--- src/rtl/mcs51_uart_peer.sv ---
`default_nettype none
// ============================================================================
// Module      : mcs51_uart_peer
// Description : Far-end serial peer for the MCS-51 serial port. Receives
//               mode 1/2/3 frames on rxd_in and transmits frames on txd_out.
// Revision    : 1.0 - initial release
// ============================================================================
module mcs51_uart_peer #(
    parameter int CLKS_PER_BIT = 32,
    parameter bit NINE_BIT     = 1'b0
) (
    input  logic       clk,
    input  logic       reset,
    input  logic       rxd_in,
    output logic       txd_out,
    input  logic       tx_valid,
    output logic       tx_ready,
    input  logic [7:0] tx_data,
    input  logic       tx_bit8,
    output logic       rx_valid,
    output logic [7:0] rx_data,
    output logic       rx_bit8,
    output logic       rx_frame_err,
    output logic       rx_busy
);

    localparam int              c_TW   = $clog2(CLKS_PER_BIT);
    localparam logic [c_TW-1:0] c_FULL = c_TW'(CLKS_PER_BIT - 1);
    localparam logic [c_TW-1:0] c_HALF = c_TW'(CLKS_PER_BIT / 2 - 1);

    localparam logic [2:0] c_ST_IDLE  = 3'd0;
    localparam logic [2:0] c_ST_START = 3'd1;
    localparam logic [2:0] c_ST_DATA  = 3'd2;
    localparam logic [2:0] c_ST_BIT8  = 3'd3;
    localparam logic [2:0] c_ST_STOP  = 3'd4;

    // ------------------------------------------------------------------ RX
    logic            r_sync1;
    logic            r_rxs;
    logic [2:0]      r_rx_state;
    logic [c_TW-1:0] r_rx_cnt;
    logic [3:0]      r_rx_idx;
    logic [7:0]      r_rx_shift;
    logic            r_rx_b8;
    logic            r_rx_valid;
    logic [7:0]      r_rx_data;
    logic            r_rx_bit8;
    logic            r_rx_err;

    always_ff @(posedge clk) begin
        if (reset) begin
            r_sync1    <= 1'b1;
            r_rxs      <= 1'b1;
            r_rx_state <= c_ST_IDLE;
            r_rx_cnt   <= '0;
            r_rx_idx   <= 4'd0;
            r_rx_shift <= 8'h00;
            r_rx_b8    <= 1'b0;
            r_rx_valid <= 1'b0;
            r_rx_data  <= 8'h00;
            r_rx_bit8  <= 1'b0;
            r_rx_err   <= 1'b0;
        end else begin
            r_sync1    <= rxd_in;
            r_rxs      <= r_sync1;
            r_rx_valid <= 1'b0;
            case (r_rx_state)
                c_ST_IDLE: begin
                    if (!r_rxs) begin
                        r_rx_cnt   <= c_HALF;
                        r_rx_state <= c_ST_START;
                    end
                end
                c_ST_START: begin
                    if (r_rx_cnt == '0) begin
                        // A start bit that is high again at mid-bit was a glitch
                        if (r_rxs) begin
                            r_rx_state <= c_ST_IDLE;
                        end else begin
                            r_rx_cnt   <= c_FULL;
                            r_rx_idx   <= 4'd0;
                            r_rx_state <= c_ST_DATA;
                        end
                    end else begin
                        r_rx_cnt <= r_rx_cnt - 1'b1;
                    end
                end
                c_ST_DATA: begin
                    if (r_rx_cnt == '0) begin
                        r_rx_shift <= {r_rxs, r_rx_shift[7:1]};
                        r_rx_cnt   <= c_FULL;
                        if (r_rx_idx == 4'd7) begin
                            r_rx_state <= NINE_BIT ? c_ST_BIT8 : c_ST_STOP;
                        end else begin
                            r_rx_idx <= r_rx_idx + 4'd1;
                        end
                    end else begin
                        r_rx_cnt <= r_rx_cnt - 1'b1;
                    end
                end
                c_ST_BIT8: begin
                    if (r_rx_cnt == '0) begin
                        r_rx_b8    <= r_rxs;
                        r_rx_cnt   <= c_FULL;
                        r_rx_state <= c_ST_STOP;
                    end else begin
                        r_rx_cnt <= r_rx_cnt - 1'b1;
                    end
                end
                c_ST_STOP: begin
                    // Finish at mid-stop so a short stop bit from a fast sender is not lost
                    if (r_rx_cnt == '0) begin
                        r_rx_data  <= r_rx_shift;
                        r_rx_bit8  <= NINE_BIT & r_rx_b8;
                        r_rx_err   <= ~r_rxs;
                        r_rx_valid <= 1'b1;
                        r_rx_state <= c_ST_IDLE;
                    end else begin
                        r_rx_cnt <= r_rx_cnt - 1'b1;
                    end
                end
                default: r_rx_state <= c_ST_IDLE;
            endcase
        end
    end

    assign rx_valid     = r_rx_valid;
    assign rx_data      = r_rx_data;
    assign rx_bit8      = r_rx_bit8;
    assign rx_frame_err = r_rx_err;
    assign rx_busy      = (r_rx_state != c_ST_IDLE);

    // ------------------------------------------------------------------ TX
    logic [2:0]      r_tx_state;
    logic [c_TW-1:0] r_tx_cnt;
    logic [3:0]      r_tx_idx;
    logic [7:0]      r_tx_byte;
    logic            r_tx_b8;
    logic            r_txd;

    always_ff @(posedge clk) begin
        if (reset) begin
            r_tx_state <= c_ST_IDLE;
            r_tx_cnt   <= '0;
            r_tx_idx   <= 4'd0;
            r_tx_byte  <= 8'h00;
            r_tx_b8    <= 1'b0;
            r_txd      <= 1'b1;
        end else begin
            case (r_tx_state)
                c_ST_IDLE: begin
                    r_txd <= 1'b1;
                    if (tx_valid) begin
                        r_tx_byte  <= tx_data;
                        r_tx_b8    <= tx_bit8;
                        r_tx_cnt   <= c_FULL;
                        r_txd      <= 1'b0;
                        r_tx_state <= c_ST_START;
                    end
                end
                c_ST_START: begin
                    if (r_tx_cnt == '0) begin
                        r_tx_cnt   <= c_FULL;
                        r_tx_idx   <= 4'd0;
                        r_txd      <= r_tx_byte[0];
                        r_tx_state <= c_ST_DATA;
                    end else begin
                        r_tx_cnt <= r_tx_cnt - 1'b1;
                    end
                end
                c_ST_DATA: begin
                    if (r_tx_cnt == '0) begin
                        r_tx_cnt <= c_FULL;
                        if (r_tx_idx == 4'd7) begin
                            if (NINE_BIT) begin
                                r_txd      <= r_tx_b8;
                                r_tx_state <= c_ST_BIT8;
                            end else begin
                                r_txd      <= 1'b1;
                                r_tx_state <= c_ST_STOP;
                            end
                        end else begin
                            // Byte shifts right so bit 1 is always the next to go out
                            r_txd     <= r_tx_byte[1];
                            r_tx_byte <= {1'b0, r_tx_byte[7:1]};
                            r_tx_idx  <= r_tx_idx + 4'd1;
                        end
                    end else begin
                        r_tx_cnt <= r_tx_cnt - 1'b1;
                    end
                end
                c_ST_BIT8: begin
                    if (r_tx_cnt == '0) begin
                        r_tx_cnt   <= c_FULL;
                        r_txd      <= 1'b1;
                        r_tx_state <= c_ST_STOP;
                    end else begin
                        r_tx_cnt <= r_tx_cnt - 1'b1;
                    end
                end
                c_ST_STOP: begin
                    if (r_tx_cnt == '0) begin
                        r_tx_state <= c_ST_IDLE;
                    end else begin
                        r_tx_cnt <= r_tx_cnt - 1'b1;
                    end
                end
                default: r_tx_state <= c_ST_IDLE;
            endcase
        end
    end

    assign txd_out  = r_txd;
    assign tx_ready = (r_tx_state == c_ST_IDLE);

endmodule
`default_nettype wire

--- config.mk ---
export PLATFORM = sky130hd
export DESIGN_NAME = mcs51_uart_peer
export DESIGN_NICKNAME = d
export VERILOG_FILES = /design/src/rtl/mcs51_uart_peer.sv
export SDC_FILE = /design/constraint.sdc
export NUM_CORES = 1
export LEC_CHECK = 0
export ABC_AREA = 0
export BUFFER_PORTS_ARGS = -buffer_cell sky130_fd_sc_hd__buf_2
export CAP_MARGIN = 20
export CORE_MARGIN = 2
export CORE_UTILIZATION = 40
export CTS_CLUSTER_SIZE = 30
export DETAILED_ROUTE_END_ITERATION = 10
export SLEW_MARGIN = 30
export SYNTH_ARGS = -nofsm -noshare
export SYNTH_HDL_FRONTEND = slang
export SYNTH_SLANG_ARGS = --single-unit
--- constraint.sdc ---
create_clock -name clk -period 2.14 [get_ports clk]
set_input_delay 0.642 -clock clk [delete_from_list [all_inputs] [get_ports clk]]
set_output_delay 0.642 -clock clk [all_outputs]
set_load 0.005 [all_outputs]
==> metrics.md <==
| Metric | Value |
|---|---|
| Asr flop ratio synth | `0%` |
| H-Tree Depth | `2` |
| Largest net degree at the start of global routing | `23` |
| CTS tree | `done` |
| Routed Antenna Nets | `0` |
| Synthesis Warnings | `0` |
| Multi-input logic area | `0.00147 mm²` |
| Initial antenna violation count | `0` |
| Layout cells sized above 1 | `21.1%` |
| Largest fanout on the critical path | `9` |
| Worst Path Arrival | `1400 ps` |
| Pre-antenna DRT Iters | `4` |
| Top cell type's share of synthesized area | `40.0%` |
| Number of fillers in the final layout | `633` |
| Wire per inst | `12.9 µm` |
| Area growth syn-to-layout | `16.7%` |
| Cell Rows | `29` |
| CTS Sinks | `53` |
| Die Width | `85.4 µm` |
| Hold slack | `418 ps` |
| Largest family of logic cells by synthesized area | `simple AND/OR/NAND/NOR gates` |
| Post-DP Area | `0.00294 mm²` |
| Clock Latency Late Sink | `300 ps` |
| Yosys top cell by area | `dfxtp_1` |
| CP Class | `register to primary output` |
| Critical Path End Type | `primary output` |
| Core Util, Final | `48.5%` |
| Syn avg cell area | `8.26 µm²` |
| Status | `finished, final reports clean` |
| Initial core utilization | `41.5%` |
| Period utilization | `95.5%` |
| Synth Area in Compound Gates | `19.7%` |
| Top post-synthesis cells by area | `dfxtp_1, nand2_1, a21oi_1` |
| Total wire length | `5.57 mm` |
| Io pins | `27` |
| CP startpoint kind | `register` |
| Hpwl dp | `3.91 mm` |
| Die Y | `85.4 µm` |
| Register area | `0.00106 mm²` |
| Post-synthesis mux area share | `3.77%` |
| Leak | `1.17 nW` |
| Final Wtd Congestion | `0.757` |
| Port Buffers | `24` |
| Max Buffers Root-to-Sink | `2` |
| Syn Nets | `338` |
| Sequential-to-total area share from yosys stat | `40.0%` |
| Total track usage | `16.6%` |
| Initial drt markers | `85` |
| ANT cells | `0` |
| Total die area | `0.00730 mm²` |
| Post-layout instance area | `0.00309 mm²` |
| Count of hold-fix buffers inserted at cts | `0` |
| Synthesized flop and latch total | `53` |
| Core Box Area | `0.00639 mm²` |
| Vias | `2,317` |
| Max-slew violations | `0` |
| Clk_skew | `5.49 ps` |
| Fin nets | `372` |
| Post-synthesis cell count | `321` |
| Mapped Area | `0.00265 mm²` |
| CTS buffer count | `5` |
| Max Clk Rate | `490 MHz` |
| RSZ-0062 raised after global routing | `false` |
| HP Class | `register to register` |
| Min cycle time layout | `2040 ps` |
| Post-synthesis adder-cell area fraction | `1.89%` |
| Grt total ovfl | `0` |
| Tot Pwr | `2.24 mW` |
| Setup violators final | `0` |
| Clock transition at path regs | `90 ps` |
| Cell area power density | `725 mW/mm²` |
| Netlist cell types | `60` |
| Root Buffer | `clkbuf_8` |
| Number of synthesized flops with an enable pin | `0` |
| Vias in the first global route | `2,277` |
| Global-route wire length before repair | `10.1 mm` |
| Vias per cell | `5.35` |
| Data required time of the critical path | `1500 ps` |
| Peak VDD IR | `0.402 mV` |
| DRC Markers | `0` |
| Setup TNS | `0 ps` |
| Final Hold Viols | `0` |
| Simple logic cell fraction of the synthesized area | `29.2%` |
| MaxCap Viol Count | `0` |
| Most used DFF post-synth | `dfxtp_1` |
| Xor/xnor cell area share of the yosys netlist | `0.330%` |
## cell usage after synthesis (4+ instances only)
library cell   n
nand4_1        4
nand2_1       51
a21oi_1       27
nor2_1        28
dfxtp_1       53
or2_2          4
a211oi_1       7
nand3_1        6
mux2i_1       10
inv_1          9
nor3b_1        6
clkbuf_1      12
o21ai_0       15
ha_1           4
nor3_1         9
nor2b_1        7
## kinds of logic after synthesis
| kind of cell | Yosys count |
|---|---|
| other cells | 1 |
| mux | 10 |
| flops | 53 |
| buf+inv | 29 |
| compound gates | 78 |
| fa+ha+maj | 4 |
| xor+xnor | 1 |
| simple gates | 145 |
## metrics by stage
step | instances | setup WS, ps
2_1_floorplan | 321 | 227
3_3_place_gp | 423 | -21.4
3_5_place_dp | 423 | -73.7
4_1_cts | 432 | 34.3
5_1_grt | 433 | 0.252
6_report | 433 | 97.2
## worst max-delay path, stage by stage (launching register included)
cell,delay (ps)
dfxtp_1,350
buf_4,170
or3_4,410
inv_1,70
buf_2,110
## where the power goes
group / internal (mW) / switching (mW)
registers: 1.04 / 0.0421
logic: 0.212 / 0.240
clock network: 0.381 / 0.330
## metal layers
metal	global-route usage [%]	routed length, µm	part of all wire [%]	vias to the layer above
met4	4.33	23	0.41	0
met2	28.5	2630	47	31
met5	0	0	0	-
li1	-	-	-	1209
met1	21.2	2730	49	1075
met3	3.31	194	3.5	2
## flip-flops by register name, summed over array words and instances, names as in the netlist
| register | count |
|---|---|
| r_rx_cnt | 5 |
| r_rx_idx | 4 |
| r_rx_shift | 8 |
| r_rx_state | 3 |
| r_rxs | 1 |
| r_sync1 | 1 |
| r_tx_byte | 8 |
| r_tx_cnt | 5 |
| r_tx_idx | 4 |
| r_tx_state | 3 |
| rx_data | 8 |
| rx_frame_err | 1 |
| rx_valid | 1 |
| txd_out | 1 |
## cell usage in the layout, fill, tap and decap left out, drive strengths merged, types with 2 or more instances in the layout
cell type  netlist  final
nand4            4      4
or4              2      2
a32o             2      2
buf              7     46
nand2b           2      2
mux2i           10     10
a21oi           27     27
or2              4      4
o21ai           17     17
inv              9      9
or4b             4      4
clkbuf          12      6
nor3b            6      6
nor2b            7      7
dfxtp           53     53
a31oi            3      3
nor4             3      3
nand3            6      6
nor2            28     28
o31ai            3      3
or3              3      3
nor4b            3      3
a311oi           3      3
ha               4      4
nand2           51     51
o311a            2      2
or3b             2      2
a211oi          10     10
o211ai           2      2
and3             3      3
nand3b           2      2
nor3            10     10
## cell type report
| cell class | count | area share (%) |
|---|---|---|
| Inverter | 10 | 1.21 |
| Timing Repair Buffer | 46 | 10.0 |
| Clock buffer | 6 | 2.67 |
| Clock inverter | 2 | 1.21 |
| Tap cell | 77 | 3.11 |
| Sequential cell | 53 | 34.3 |
| Multi-Input combinational cell | 239 | 47.5 |
## worst paths after layout
check                           slack (ps)  cells after the start     startpoint       end
worst max-delay path                   100                      4  r_tx_state[2]  tx_ready
worst min-delay path                   420                      1        r_sync1     r_rxs
worst max register to register         160                      8    r_tx_cnt[0]   txd_out
worst min register to register         420                      1        r_sync1     r_rxs
## repair_timing
action,4_1_cts,5_1_grt
endpoints found under the setup margin,8,3
buffers inserted,1,1
pin swaps,1,1
resized for setup,0,2
Power figures use the tool's default switching activity.
